$ cat config.mk
export PLATFORM = sky130hd
export DESIGN_NAME = rect_loop_ctrl_flat
export DESIGN_NICKNAME = d
export VERILOG_FILES = /design/src/rtl/rect_loop_pkg.sv /design/src/rtl/rect_loop_ctrl_if.sv /design/src/rtl/rect_popcount.sv /design/src/rtl/rect_loop_ctrl.sv /design/src/flat_wrapper.sv
export SDC_FILE = /design/constraint.sdc
export NUM_CORES = 1
export LEC_CHECK = 0
export BUFFER_PORTS_ARGS = -buffer_cell sky130_fd_sc_hd__buf_2
export CORE_ASPECT_RATIO = 0.9
export CORE_MARGIN = 2
export CORE_UTILIZATION = 48
export CTS_CLUSTER_DIAMETER = 40
export CTS_CLUSTER_SIZE = 24
export DETAILED_ROUTE_END_ITERATION = 16
export PLACE_DENSITY = 0.88
export SYNTH_ARGS = -nofsm -noshare
export SYNTH_HDL_FRONTEND = slang
export SYNTH_SLANG_ARGS = --single-unit
$ cat constraint.sdc
create_clock -name clk -period 4.7 [get_ports clk]
set_input_delay 0.94 -clock clk [delete_from_list [all_inputs] [get_ports clk]]
set_output_delay 0.94 -clock clk [all_outputs]
set_load 0.01 [all_outputs]
$ cat src/rtl/rect_loop_pkg.sv
// Shared types and constants for the rectangle-flip loop controller.
package rect_loop_pkg;

  // Coordinate width, fixed by the flip stage's 2-bit corner inputs.
  localparam int unsigned IDX_W = 2;

  // Default geometry; the controller itself is parameterised.
  localparam int unsigned ROWS_DEF = 4;
  localparam int unsigned COLS_DEF = 4;
  localparam int unsigned N_DEF    = ROWS_DEF * COLS_DEF;

  typedef enum logic [1:0] {StIdle, StScan, StDone} state_e;

  // Matrix word at the default geometry; bit index = c*ROWS + r.
  typedef logic [N_DEF-1:0] mat_t;

  // Number of rectangles (r1<r2, c1<c2) visited in one pass.
  function automatic int unsigned rects_per_pass(input int unsigned rows,
                                                 input int unsigned cols);
    return ((rows * (rows - 1)) / 2) * ((cols * (cols - 1)) / 2);
  endfunction

  localparam int unsigned RECTS_PER_PASS = rects_per_pass(ROWS_DEF, COLS_DEF);

endpackage

$ cat src/rtl/rect_loop_ctrl_if.sv
// Bus between the loop controller (master) and the external flip stage (slave).
interface rect_loop_ctrl_if
  import rect_loop_pkg::*;
#(
  parameter int unsigned N = 16
);
  logic [N-1:0]     flip_m;
  logic [IDX_W-1:0] flip_r1;
  logic [IDX_W-1:0] flip_r2;
  logic [IDX_W-1:0] flip_c1;
  logic [IDX_W-1:0] flip_c2;
  // Combinational, same-cycle answer from the flip stage.
  logic [N-1:0]     flip_result;

  modport master (
    output flip_m, flip_r1, flip_r2, flip_c1, flip_c2,
    input  flip_result
  );

  modport slave (
    input  flip_m, flip_r1, flip_r2, flip_c1, flip_c2,
    output flip_result
  );
endinterface

$ cat src/rtl/rect_popcount.sv
// Combinational population count of an N-bit vector.
module rect_popcount #(
  parameter  int unsigned N = 16,
  localparam int unsigned W = $clog2(N + 1)
) (
  input  logic [N-1:0] vec_i,
  output logic [W-1:0] count_o
);

  // Ripple-add each bit; N is at most 16 so a simple chain is fine.
  always_comb begin
    count_o = '0;
    for (int i = 0; i < N; i++) begin
      count_o = count_o + W'(vec_i[i]);
    end
  end

endmodule

$ cat src/rtl/rect_loop_ctrl.sv
// Enumerates every rectangle of a binary matrix, keeping flips that lower the
// Hamming weight, and repeats passes until no gain or the pass limit.
module rect_loop_ctrl
  import rect_loop_pkg::*;
#(
  parameter  int unsigned ROWS       = 4,
  parameter  int unsigned COLS       = 4,
  parameter  int unsigned MAX_PASSES = 8,
  localparam int unsigned N          = ROWS * COLS
) (
  input  logic                  clk,
  input  logic                  rst_n,
  input  logic                  start,
  input  logic [N-1:0]          m_in,
  output logic                  busy,
  output logic                  done,
  output logic [N-1:0]          m_out,
  output logic [7:0]            flip_count,
  output logic [3:0]            pass_count,
  output logic                  converged,
  rect_loop_ctrl_if.master      fs
);

  localparam int unsigned W = $clog2(N + 1);

  localparam logic [IDX_W-1:0] RMax  = IDX_W'(ROWS - 1);
  localparam logic [IDX_W-1:0] RLast = IDX_W'(ROWS - 2);
  localparam logic [IDX_W-1:0] CMax  = IDX_W'(COLS - 1);
  localparam logic [IDX_W-1:0] CLast = IDX_W'(COLS - 2);

  state_e           state_q;
  logic [N-1:0]     cur_q;
  logic [IDX_W-1:0] r1_q, r2_q, c1_q, c2_q;
  logic [7:0]       flip_cnt_q;
  logic [3:0]       pass_cnt_q;
  logic             conv_q, improved_q, busy_q, done_q;

  logic [W-1:0]     w_cur, w_flip;
  logic             accept, last_rect;
  logic [4:0]       pass_next;

  rect_popcount #(.N(N)) u_pop_cur (
    .vec_i   (cur_q),
    .count_o (w_cur)
  );

  rect_popcount #(.N(N)) u_pop_flip (
    .vec_i   (fs.flip_result),
    .count_o (w_flip)
  );

  // Accept test and end-of-pass detection for the rectangle on the bus.
  always_comb begin
    accept    = (state_q == StScan) && (w_flip < w_cur);
    last_rect = (r1_q == RLast) && (r2_q == RMax) && (c1_q == CLast) && (c2_q == CMax);
    pass_next = {1'b0, pass_cnt_q} + 5'd1;
  end

  // Controller FSM with all outputs registered.
  always_ff @(posedge clk or negedge rst_n) begin
    if (!rst_n) begin
      state_q    <= StIdle;
      cur_q      <= '0;
      r1_q       <= IDX_W'(0);
      r2_q       <= IDX_W'(1);
      c1_q       <= IDX_W'(0);
      c2_q       <= IDX_W'(1);
      flip_cnt_q <= '0;
      pass_cnt_q <= '0;
      conv_q     <= 1'b0;
      improved_q <= 1'b0;
      busy_q     <= 1'b0;
      done_q     <= 1'b0;
    end else begin
      unique case (state_q)
        StIdle: begin
          if (start) begin
            cur_q      <= m_in;
            r1_q       <= IDX_W'(0);
            r2_q       <= IDX_W'(1);
            c1_q       <= IDX_W'(0);
            c2_q       <= IDX_W'(1);
            flip_cnt_q <= '0;
            pass_cnt_q <= '0;
            improved_q <= 1'b0;
            conv_q     <= 1'b0;
            busy_q     <= 1'b1;
            state_q    <= StScan;
          end
        end
        StScan: begin
          if (accept) begin
            cur_q      <= fs.flip_result;
            improved_q <= 1'b1;
            if (flip_cnt_q != 8'hFF) flip_cnt_q <= flip_cnt_q + 8'd1;
          end
          if (last_rect) begin
            pass_cnt_q <= pass_cnt_q + 4'd1;
            r1_q       <= IDX_W'(0);
            r2_q       <= IDX_W'(1);
            c1_q       <= IDX_W'(0);
            c2_q       <= IDX_W'(1);
            if (!(improved_q || accept)) begin
              conv_q  <= 1'b1;
              done_q  <= 1'b1;
              state_q <= StDone;
            end else if (pass_next == 5'(MAX_PASSES)) begin
              conv_q  <= 1'b0;
              done_q  <= 1'b1;
              state_q <= StDone;
            end else begin
              // Overrides the set above: a fresh pass starts with no gain.
              improved_q <= 1'b0;
            end
          end else if (c2_q != CMax) begin
            c2_q <= c2_q + IDX_W'(1);
          end else if (c1_q != CLast) begin
            c1_q <= c1_q + IDX_W'(1);
            c2_q <= c1_q + IDX_W'(2);
          end else begin
            c1_q <= IDX_W'(0);
            c2_q <= IDX_W'(1);
            if (r2_q != RMax) begin
              r2_q <= r2_q + IDX_W'(1);
            end else begin
              r1_q <= r1_q + IDX_W'(1);
              r2_q <= r1_q + IDX_W'(2);
            end
          end
        end
        StDone: begin
          done_q  <= 1'b0;
          busy_q  <= 1'b0;
          state_q <= StIdle;
        end
        default: state_q <= StIdle;
      endcase
    end
  end

  assign busy       = busy_q;
  assign done       = done_q;
  assign m_out      = cur_q;
  assign flip_count = flip_cnt_q;
  assign pass_count = pass_cnt_q;
  assign converged  = conv_q;

  assign fs.flip_m  = cur_q;
  assign fs.flip_r1 = r1_q;
  assign fs.flip_r2 = r2_q;
  assign fs.flip_c1 = c1_q;
  assign fs.flip_c2 = c2_q;

endmodule

$ cat src/flat_wrapper.sv
// flat-port wrapper written by rule: the top's interface ports become plain ports
module rect_loop_ctrl_flat import rect_loop_pkg::*;
#(
  parameter  int unsigned ROWS       = 4,
  parameter  int unsigned COLS       = 4,
  parameter  int unsigned MAX_PASSES = 8,
  localparam int unsigned N          = ROWS * COLS
)
  (clk, rst_n, start, m_in, busy, done, m_out, flip_count, pass_count, converged, fs_flip_m, fs_flip_r1, fs_flip_r2, fs_flip_c1, fs_flip_c2, fs_flip_result);
  rect_loop_ctrl_if #(.N((ROWS * COLS))) fs_i ();
  input  logic clk;
  input  logic rst_n;
  input  logic start;
  input  logic [N-1:0] m_in;
  output logic busy;
  output logic done;
  output logic [N-1:0] m_out;
  output logic [7:0] flip_count;
  output logic [3:0] pass_count;
  output logic converged;
  output wire logic [$bits(fs_i.flip_m)-1:0] fs_flip_m;
  output wire logic [$bits(fs_i.flip_r1)-1:0] fs_flip_r1;
  output wire logic [$bits(fs_i.flip_r2)-1:0] fs_flip_r2;
  output wire logic [$bits(fs_i.flip_c1)-1:0] fs_flip_c1;
  output wire logic [$bits(fs_i.flip_c2)-1:0] fs_flip_c2;
  input wire logic [$bits(fs_i.flip_result)-1:0] fs_flip_result;
  assign fs_flip_m = fs_i.flip_m;
  assign fs_flip_r1 = fs_i.flip_r1;
  assign fs_flip_r2 = fs_i.flip_r2;
  assign fs_flip_c1 = fs_i.flip_c1;
  assign fs_flip_c2 = fs_i.flip_c2;
  assign fs_i.flip_result = fs_flip_result;
  rect_loop_ctrl #(.ROWS(ROWS), .COLS(COLS), .MAX_PASSES(MAX_PASSES)) u_core (.clk(clk), .rst_n(rst_n), .start(start), .m_in(m_in), .busy(busy), .done(done), .m_out(m_out), .flip_count(flip_count), .pass_count(pass_count), .converged(converged), .fs(fs_i));
endmodule
==> results of run 1 <==
==> through the flow <==
stage	instances	hold slack [ns]	area (um2)	utilization, %	TNS [ns]
2_1_floorplan	348	0.497	3260	-	-5.41
3_3_place_gp	514	0.489	3730	57.2	-14.08
3_5_place_dp	514	0.493	3730	57.2	-16.63
4_1_cts	526	0.517	3930	60.3	-5.49
5_1_grt	528	0.527	4010	61.5	-11.06
6_report	528	0.516	4010	61.5	-6.50
==> path summary, 6_finish.rpt <==
kind,startpoint,cells past startpoint,endpoint,slack (ns)
worst min-delay path,u_core.fs.flip_c2[0],2,u_core.fs.flip_c2[0],0.52
worst max register to register,u_core.fs.flip_m[0],16,u_core.flip_count[7],-0.23
worst max-delay path,fs_flip_result[0],17,u_core.flip_count[7],-0.35
max in group asynchronous,rst_n,1,u_core.fs.flip_m[11],3.32
worst min register to register,u_core.fs.flip_c2[0],2,u_core.fs.flip_c2[0],0.52
min in group asynchronous,rst_n,1,u_core.converged,0.77
==> cell usage after synthesis, drive strengths merged, types with 4 or more instances <==
library cell / count
a21o: 5
a21oi: 14
buf: 22
clkbuf: 4
dfrtp: 40
fa: 20
ha: 22
inv: 61
mux2i: 20
nand2: 35
nand2b: 4
nand3: 9
nor2: 6
nor3: 6
o21ai: 31
o31ai: 6
or3: 4
==> layout make-up <==
| cell class | instances | area [um2] |
|---|---|---|
| multi-input combinational | 219 | 1840 |
| fill | 548 | 2510 |
| inverter | 61 | 239 |
| clock buffer | 5 | 68.8 |
| clock inverter | 3 | 43.8 |
| timing repair buffer | 108 | 649 |
| sequential | 42 | 1050 |
| tap | 90 | 113 |
==> logic make-up (layout without fill, tap and decap cells) <==
| logic type | after synthesis | in the layout | share of synthesized area [%] |
|---|---|---|---|
| AND/OR/NAND/NOR | 81 | 81 | 12.4 |
| flip-flops | 42 | 42 | 32.7 |
| adder cells (fa/ha/maj) | 42 | 42 | 21.0 |
| multiplexers | 21 | 21 | 6.69 |
| buffers and inverters | 87 | 177 | 12.6 |
| AO/OA/AOI/OAI | 69 | 69 | 12.9 |
| XOR/XNOR | 6 | 6 | 1.63 |
==> cells in the final DEF, fill, tap and decap left out, types with 2 or more instances in the layout <==
master and count:
a21oi_1 9, o31ai_2 2, o21ai_0 24, nor3_1 5, or4_1 2, a21oi_2 5, o31ai_1 4, buf_2 83
ha_1 21, or2_2 2, xor2_1 3, mux2i_1 19, nand2_1 35, o21ai_1 5, nor2b_1 3, or3_1 3
a21o_1 5, buf_4 16, xnor2_1 3, dfrtp_1 40, nor2_1 6, buf_6 7, clkbuf_8 5, nand4_1 3
o22ai_1 2, nand2b_1 4, nand3_1 9, dfstp_2 2, inv_2 6, fa_1 19, inv_1 53
==> repair_timing <==
item                                    in CTS  in global routing
hold endpoints to repair                     0                  0
setup buffers                                4                  2
pin swaps                                   13                 10
resized for setup                           15                 17
endpoints found under the setup margin      29                 29
==> registers in the layout (all words and copies together) (netlist names), 2 cells and up <==
signal and count:
u_core.fs.flip_m 16, u_core.flip_count 8, u_core.pass_count 4, u_core.fs.flip_c1 2
u_core.fs.flip_c2 2, u_core.fs.flip_r1 2, u_core.fs.flip_r2 2, u_core.state_q 2
==> worst max-delay path, stage by stage <==
cell and delay (ns):
buf_8 0.08, inv_4 0.03, fa_1 0.51, fa_1 0.59
fa_1 0.44, fa_1 0.51, inv_2 0.05, ha_4 0.15
fa_2 0.35, a21oi_2 0.13, nor2b_1 0.06, ha_1 0.29
a21o_1 0.20, a21oi_2 0.20, o21ai_4 0.12, or4_4 0.52
a21oi_2 0.12
==> per-layer routing <==
metal / routed length, um / GRT usage (%) / part of all wire, %
met5: 0 / 0 / 0
met4: 94 / 6.00 / 1.2
met3: 377 / 3.58 / 4.9
met2: 3940 / 35.9 / 52
met1: 3230 / 27.0 / 42
==> impl_metrics.csv, run 1 <==
group,metric,value,unit
setup_path,critPathMaxFanout,6,
timing,finalWorstSetupSlack,-0.354,ns
timing,final_hold_viol_count,0,
die,core.rowCount,28,
die,die_area,7370,um2
routing,drc_errors,0,
setup_path,cp.arrival,5.29,ns
final_layout,antenna_cells,0,
logic_synthesis,yosysTopAreaCell,"dfrtp_1",
timing,finalCriticalPeriod,5.05,ns
grt,grt_util_all_layers,20.6,%
clock_tree,clk_path_buf_depth,2,
logic_synthesis,synthFlopType,"dfrtp_1",
clock_tree,cts_tree,"built",
placed_design,portBuffers,89,
routing,initialDrtViolationCount,123,
setup_path,required,4.94,ns
setup_path,cp-start-kind,"input pin",
grt,grt_pass1_wl,12200,um
die,fp.coreArea,6520,um2
logic_synthesis,synthTopCellsByArea,"dfrtp_1, fa_1, ha_1, inv_1, mux2i_1",
grt,grt_pass1_vias,2623,
timing,grt_setup_unrepaired,"true",
logic_synthesis,yosys.cell_types.count,49,
placed_design,gp_congestion,0.922,
logic_synthesis,netlist_area,3220,um2
hold_path,hp-class,"reg2reg",
job,drv_cap,0,
clock_tree,cts.sinks,42,
setup_path,critical_path_class,"in2reg",
logic_synthesis,synth_edf_count,0,
logic_synthesis,ys_ff_latch,42,
timing,max_freq,198,MHz
routing,wl,7640,um
outcome,failed_checks,"negative setup slack",
clock_tree,cts_hold_buf,0,
clock_tree,cts_buffers,5,
timing,final-setup-viol-count,29,
final_layout,drive_gt1_share,33.8,%
timing,period_share,108,%
die,die_x,90.3,um
logic_synthesis,syn_area_per_cell,9.24,um2
grt,grt-ovfl-total,0,
clock_tree,insertion_delay,0.31,ns
logic_synthesis,yosysTopAreaCellShare,31.1,%
routing,wl_per_cell,14.5,um
clock_tree,clkTransAtPathRegs,0.09,ns
die,top_level_ports,90,
timing,skew,0.00844,ns
routing,drt-pass1-iter-count,4,
logic_synthesis,synthArstFlopShare,100,%
placed_design,post-place-ws,-0.719,ns
timing,max_slew_margin,25.3,%
timing,max_slew.worst_pin.slew,1.12,ns
clock_tree,cts-root-buf,"clkbuf_8",
routing,route.vias.total,2709,
outcome,status,"finished with violations",
timing,drv_slew,0,
die,die_h,81.7,um
final_layout,syn_to_final_growth,24.7,%
logic_synthesis,yosysSeqAreaShare,32.7,%
routing,avgViaCountPerCell,5.13,
routing,ant_nets,0,
clock_tree,htreeDepth,2,
logic_synthesis,yosys_warnings,0,
grt,grt_max_degree,43,
logic_synthesis,syn_nets,425,
die,initial_core_util,49.4,%
setup_path,worstSetupEndpointType,"flip-flop",
grt,antenna_found_initial,0,
logic_synthesis,syn-instance-count,348,
placed_design,dp_hpwl,5680,um
final_layout,nets,514,
Power of run 1 is not shown: default switching activity piles up to over one toggle a cycle in this logic, so the estimate is an artifact.
==> run 2, diff against run 1 <==
==> constraint.sdc (replaced) <==
create_clock -name clk -period 4.7 [get_ports clk]
set_input_delay 0.705 -clock clk [delete_from_list [all_inputs] [get_ports clk]]
set_output_delay 0.705 -clock clk [all_outputs]
set_load 0.01 [all_outputs]
==> impl_metrics.csv, run 2 (same netlist as run 1, synthesis figures left out) <==
group,metric,value,unit
timing,finalCriticalPeriod,4.97,ns
timing,grt_setup_unrepaired,"true",
routing,avgViaCountPerCell,5.27,
timing,final-setup-viol-count,28,
hold_path,hp-class,"reg2reg",
final_layout,antenna_cells,0,
setup_path,ff2ff_setup_slack,-0.20,ns
grt,grt_pass1_vias,2597,
clock_tree,cts_tree,"built",
placed_design,portBuffers,89,
final_layout,final_cells,530,
routing,ant_nets,0,
routing,wl_per_cell,15.5,um
final_layout,nFillCells,541,
grt,grt_util_all_layers,19.8,%
routing,drc_errors,0,
grt,grt-ovfl-total,0,
timing,timing.hold.ws,0.515,ns
die,die_area,7370,um2
grt,grt.busiest_layer,"met2",
timing,finalWorstSetupSlack,-0.265,ns
timing,final_hold_viol_count,0,
setup_path,cp_common_cell,"fa_1",
setup_path,worst_path_max_delay_cell,"fa_1",
final_layout,drive_gt1_share,39.8,%
clock_tree,cts_hold_buf,0,
timing,period_share,106,%
setup_path,cp-start-kind,"input pin",
grt,grt_use_met2,32.6,%
final_layout,syn_to_final_growth,29.8,%
die,core.rowCount,28,
final_layout,nets,516,
setup_path,required,4.93,ns
grt,grt_use_met1,27.3,%
clock_tree,clkTransAtPathRegs,0.09,ns
routing,initialDrtViolationCount,145,
timing,max_slew.worst_pin.slew,0.947,ns
setup_path,critical_path_class,"in2reg",
placed_design,gp_congestion,0.907,
placed_design,placed_cell_area,3710,um2
setup_path,worstSetupEndpointType,"flip-flop",
timing,max_freq,201,MHz
die,top_level_ports,90,
routing,route.vias.total,2794,
clock_tree,cts.sinks,42,
setup_path,crit_chain,"buf_8 > inv_4 > fa_1 > fa_1 > fa_1 > fa_1 > inv_2 > ha_4 > fa_2 > a21oi_2 > nor2b_1 > ha_1 > a21o_1 > a21oi_2 > o21ai_4 > or4_1 > a21oi_2",
job,drv_cap,0,
setup_path,cp.arrival,5.19,ns
placed_design,place_inst,512,
timing,drv_slew,0,
clock_tree,insertion_delay,0.30,ns
grt,grt_max_degree,43,
clock_tree,htreeDepth,2,
clock_tree,cts-root-buf,"clkbuf_8",
grt,antenna_found_initial,0,
final_layout,fin_area,4170,um2
grt,grt_pass1_wl,11800,um
timing,skew,0.00875,ns
final_layout,largest_register_ffs,16,
die,initial_core_util,49.4,%
die,die_x,90.3,um
routing,wl,8210,um
grt,grtUsageMet3,2.84,%
outcome,status,"finished with violations",
setup_path,critPathMaxFanout,8,
clock_tree,cts_buffers,5,
final_layout,final_common_cell,"buf_2",
final_layout,final_cell_mix,"buf_2, inv_1, dfrtp_1",
outcome,failed_checks,"negative setup slack",
die,fp.coreArea,6520,um2
timing,max_slew_margin,36.9,%
routing,drt-pass1-iter-count,4,
die,die_h,81.7,um
placed_design,dp_hpwl,5600,um
clock_tree,clk_path_buf_depth,2,
setup_path,critPathMaxStageDelay,0.57,ns
[run 2: timing repair]
action / 4_1_cts / 5_1_grt
pin swaps: 6 / 21
cloned: 1 / 3
gates resized for setup: 13 / 77
buffers inserted: 1 / 7
endpoints found under the setup margin: 27 / 28
[run 2: worst paths after layout]
| path | from | depth (start not counted) | to |
|---|---|---|---|
| worst max-delay path | fs_flip_result[3] | 17 | u_core.flip_count[7] |
| max in group asynchronous | rst_n | 1 | u_core.fs.flip_m[10] |
| worst max register to register | u_core.fs.flip_m[9] | 16 | u_core.flip_count[7] |
| min in group asynchronous | rst_n | 1 | u_core.pass_count[0] |
| worst min register to register | u_core.fs.flip_c2[0] | 2 | u_core.fs.flip_c2[0] |
| worst min-delay path | u_core.fs.flip_c2[0] | 2 | u_core.fs.flip_c2[0] |
[run 2: final cells by class]
cell class	instances	area [um2]	area share (%)
Clock buffer	6	72.6	1.74
Clock inverter	2	13.8	0.330
Inverter	61	239	5.73
Multi-Input combinational cell	219	1980	47.4
Sequential cell	42	1050	25.2
Tap cell	90	113	2.70
Timing Repair Buffer	110	706	16.9
[run 2: metrics by stage]
stage	util [%]	TNS (ns)	worst slack (ns)
2_1_floorplan	-	-0.468	-0.204
3_3_place_gp	56.9	-6.36	-0.337
3_5_place_dp	56.9	-11.12	-0.509
4_1_cts	59.2	-0.723	-0.161
5_1_grt	64.1	-7.15	-0.398
6_report	64.1	-4.02	-0.265
[run 2: per-layer routing]
metal,vias to the layer above,part of all wire (%)
li1,1320,-
met1,1386,45
met2,77,50
met3,11,3.7
met4,0,1.7
met5,-,0
[run 2: worst max-delay path: cells and delay by family]
kind | cells | cell delay (ns)
adder cells (fa/ha/maj) | 7 | 2.90
AO/OA/AOI/OAI | 5 | 0.83
buffers and inverters | 3 | 0.16
AND/OR/NAND/NOR | 2 | 0.59
Power of run 2 is left out for the same reason.
==> run 3, diff against run 2 <==
--- a/config.mk
+++ b/config.mk
@@ -8,11 +8,11 @@
 export BUFFER_PORTS_ARGS = -buffer_cell sky130_fd_sc_hd__buf_2
 export CORE_ASPECT_RATIO = 0.9
 export CORE_MARGIN = 2
-export CORE_UTILIZATION = 48
+export CORE_UTILIZATION = 53
 export CTS_CLUSTER_DIAMETER = 40
 export CTS_CLUSTER_SIZE = 24
 export DETAILED_ROUTE_END_ITERATION = 16
-export PLACE_DENSITY = 0.88
+export PLACE_DENSITY = 0.92
 export SYNTH_ARGS = -nofsm -noshare
 export SYNTH_HDL_FRONTEND = slang
 export SYNTH_SLANG_ARGS = --single-unit
==> constraint.sdc (replaced) <==
create_clock -name clk -period 5.1 [get_ports clk]
set_input_delay 0.765 -clock clk [delete_from_list [all_inputs] [get_ports clk]]
set_output_delay 0.765 -clock clk [all_outputs]
set_load 0.01 [all_outputs]
==> impl_metrics.csv, run 3 (same netlist as run 1, synthesis figures left out) <==
group,metric,value,unit
final_layout,syn_to_final_growth,20.1,%
routing,drt-pass1-iter-count,4,
die,die_h,77.9,um
final_layout,fin_area,3860,um2
placed_design,dp_hpwl,5710,um
die,fp.coreArea,5760,um2
timing,grt_setup_unrepaired,"true",
die,top_level_ports,90,
placed_design,placed_cell_area,3630,um2
timing,finalCriticalPeriod,5.04,ns
clock_tree,insertion_delay,0.30,ns
die,core.rowCount,26,
routing,avgViaCountPerCell,5.42,
grt,grt-ovfl-total,0,
clock_tree,clk_path_buf_depth,2,
timing,setup_tns,0,ns
final_layout,final_common_cell,"buf_2",
grt,grt_pass1_wl,12100,um
final_layout,drive_gt1_share,31.1,%
routing,drc_errors,0,
die,initial_core_util,55.9,%
placed_design,gp_congestion,0.958,
setup_path,required,5.34,ns
setup_path,cp-start-kind,"input pin",
final_layout,nFillCells,464,
routing,ant_nets,0,
setup_path,worstSetupEndpointType,"flip-flop",
die,die_area,6710,um2
setup_path,critPathMaxFanout,5,
outcome,status,"completed",
timing,skew,0.0124,ns
setup_path,critical_path_class,"in2reg",
grt,grt_util_all_layers,22.5,%
clock_tree,cts_tree,"built",
final_layout,largest_register_ffs,16,
routing,initialDrtViolationCount,170,
job,drv_cap,0,
routing,wl_per_cell,15.1,um
timing,period_share,98.8,%
timing,final_hold_viol_count,0,
clock_tree,cts-root-buf,"clkbuf_8",
timing,max_slew_margin,29.8,%
placed_design,portBuffers,89,
final_layout,regArea,1050,um2
timing,final-setup-viol-count,0,
grt,antenna_found_initial,0,
hold_path,hp-class,"reg2reg",
final_layout,final_cells,497,
clock_tree,htreeDepth,2,
setup_path,cp.arrival,5.27,ns
clock_tree,cts.sinks,42,
final_layout,final_cell_mix,"buf_2, inv_1, dfrtp_1",
final_layout,multi_input_area,1860,um2
routing,route.vias.total,2692,
placed_design,place_inst,486,
timing,max_slew.worst_pin.slew,1.05,ns
clock_tree,cts_hold_buf,0,
routing,wl,7480,um
die,die_x,86.1,um
grt,grt_pass1_vias,2576,
clock_tree,cts_buffers,5,
final_layout,antenna_cells,0,
timing,max_freq,198,MHz
timing,drv_slew,0,
clock_tree,clkTransAtPathRegs,0.10,ns
grt,grt_max_degree,43,
final_layout,nets,503,
## run 3: changes by cell type in the layout (fill, tap and decap cells not counted), moves of 8 or more
cell,change
o21ai_2,-11
nand2_1,+16
nand2_4,-8
nand2_2,-8
o21ai_0,+21
o21ai_1,-9
## run 3: repair_timing
item / 4_1_cts / 5_1_grt
buffers inserted: 0 / 3
hold endpoints to repair: 0 / 0
setup endpoints to repair: 0 / 25
resized for setup: 0 / 26
## run 3: area by class of cell
class | instances | share of cell area [%]
multi-input cells | 220 | 48.3
clock buffers | 5 | 1.78
inverters | 61 | 5.99
flip-flops and latches | 42 | 27.3
clock inverters | 3 | 0.648
repair buffers | 96 | 13.8
well taps | 70 | 2.27
## run 3: path summary, 6_finish.rpt
check | startpoint | to | slack [ns] | cells after the start
max | fs_flip_result[11] | u_core.flip_count[7] | 0.06 | 16
min | u_core.fs.flip_c2[0] | u_core.fs.flip_c2[0] | 0.52 | 2
max reg2reg | u_core.fs.flip_m[0] | u_core.flip_count[7] | 0.15 | 15
min reg2reg | u_core.fs.flip_c2[0] | u_core.fs.flip_c2[0] | 0.52 | 2
max in group asynchronous | rst_n | u_core.done | 3.89 | 1
min in group asynchronous | rst_n | u_core.pass_count[1] | 0.61 | 1
## run 3: stage by stage
step / setup slack (ns) / hold slack (ns) / utilization [%]
finish: 0.0613 / 0.523 / 67.1
global route: -0.0311 / 0.544 / 67.1
CTS: 0.0102 / 0.519 / 64.6
detailed placement: -0.318 / 0.504 / 63.0
global placement: -0.115 / 0.489 / 63.0
floorplan: 0.0368 / 0.469 / -
## run 3: metal layers
layer / global-route usage, % / share of wire, % / vias to the layer above
met5: 0 / 0 / -
met4: 4.92 / 0.95 / 0
met3: 2.98 / 5.3 / 6
met2: 37.3 / 51 / 84
met1: 31.4 / 43 / 1313
li1: - / - / 1289
## run 3: worst max-delay path, cell delays in order
cell and delay (ns):
buf_2 0.09, inv_1 0.05, fa_1 0.50, fa_1 0.56
fa_1 0.45, fa_1 0.55, inv_2 0.05, ha_4 0.17
fa_2 0.39, xor2_2 0.22, ha_4 0.24, a21o_1 0.21
a31oi_4 0.22, o21ai_4 0.12, or4_4 0.55, a21oi_2 0.13
Power of run 3 is left out for the same reason.
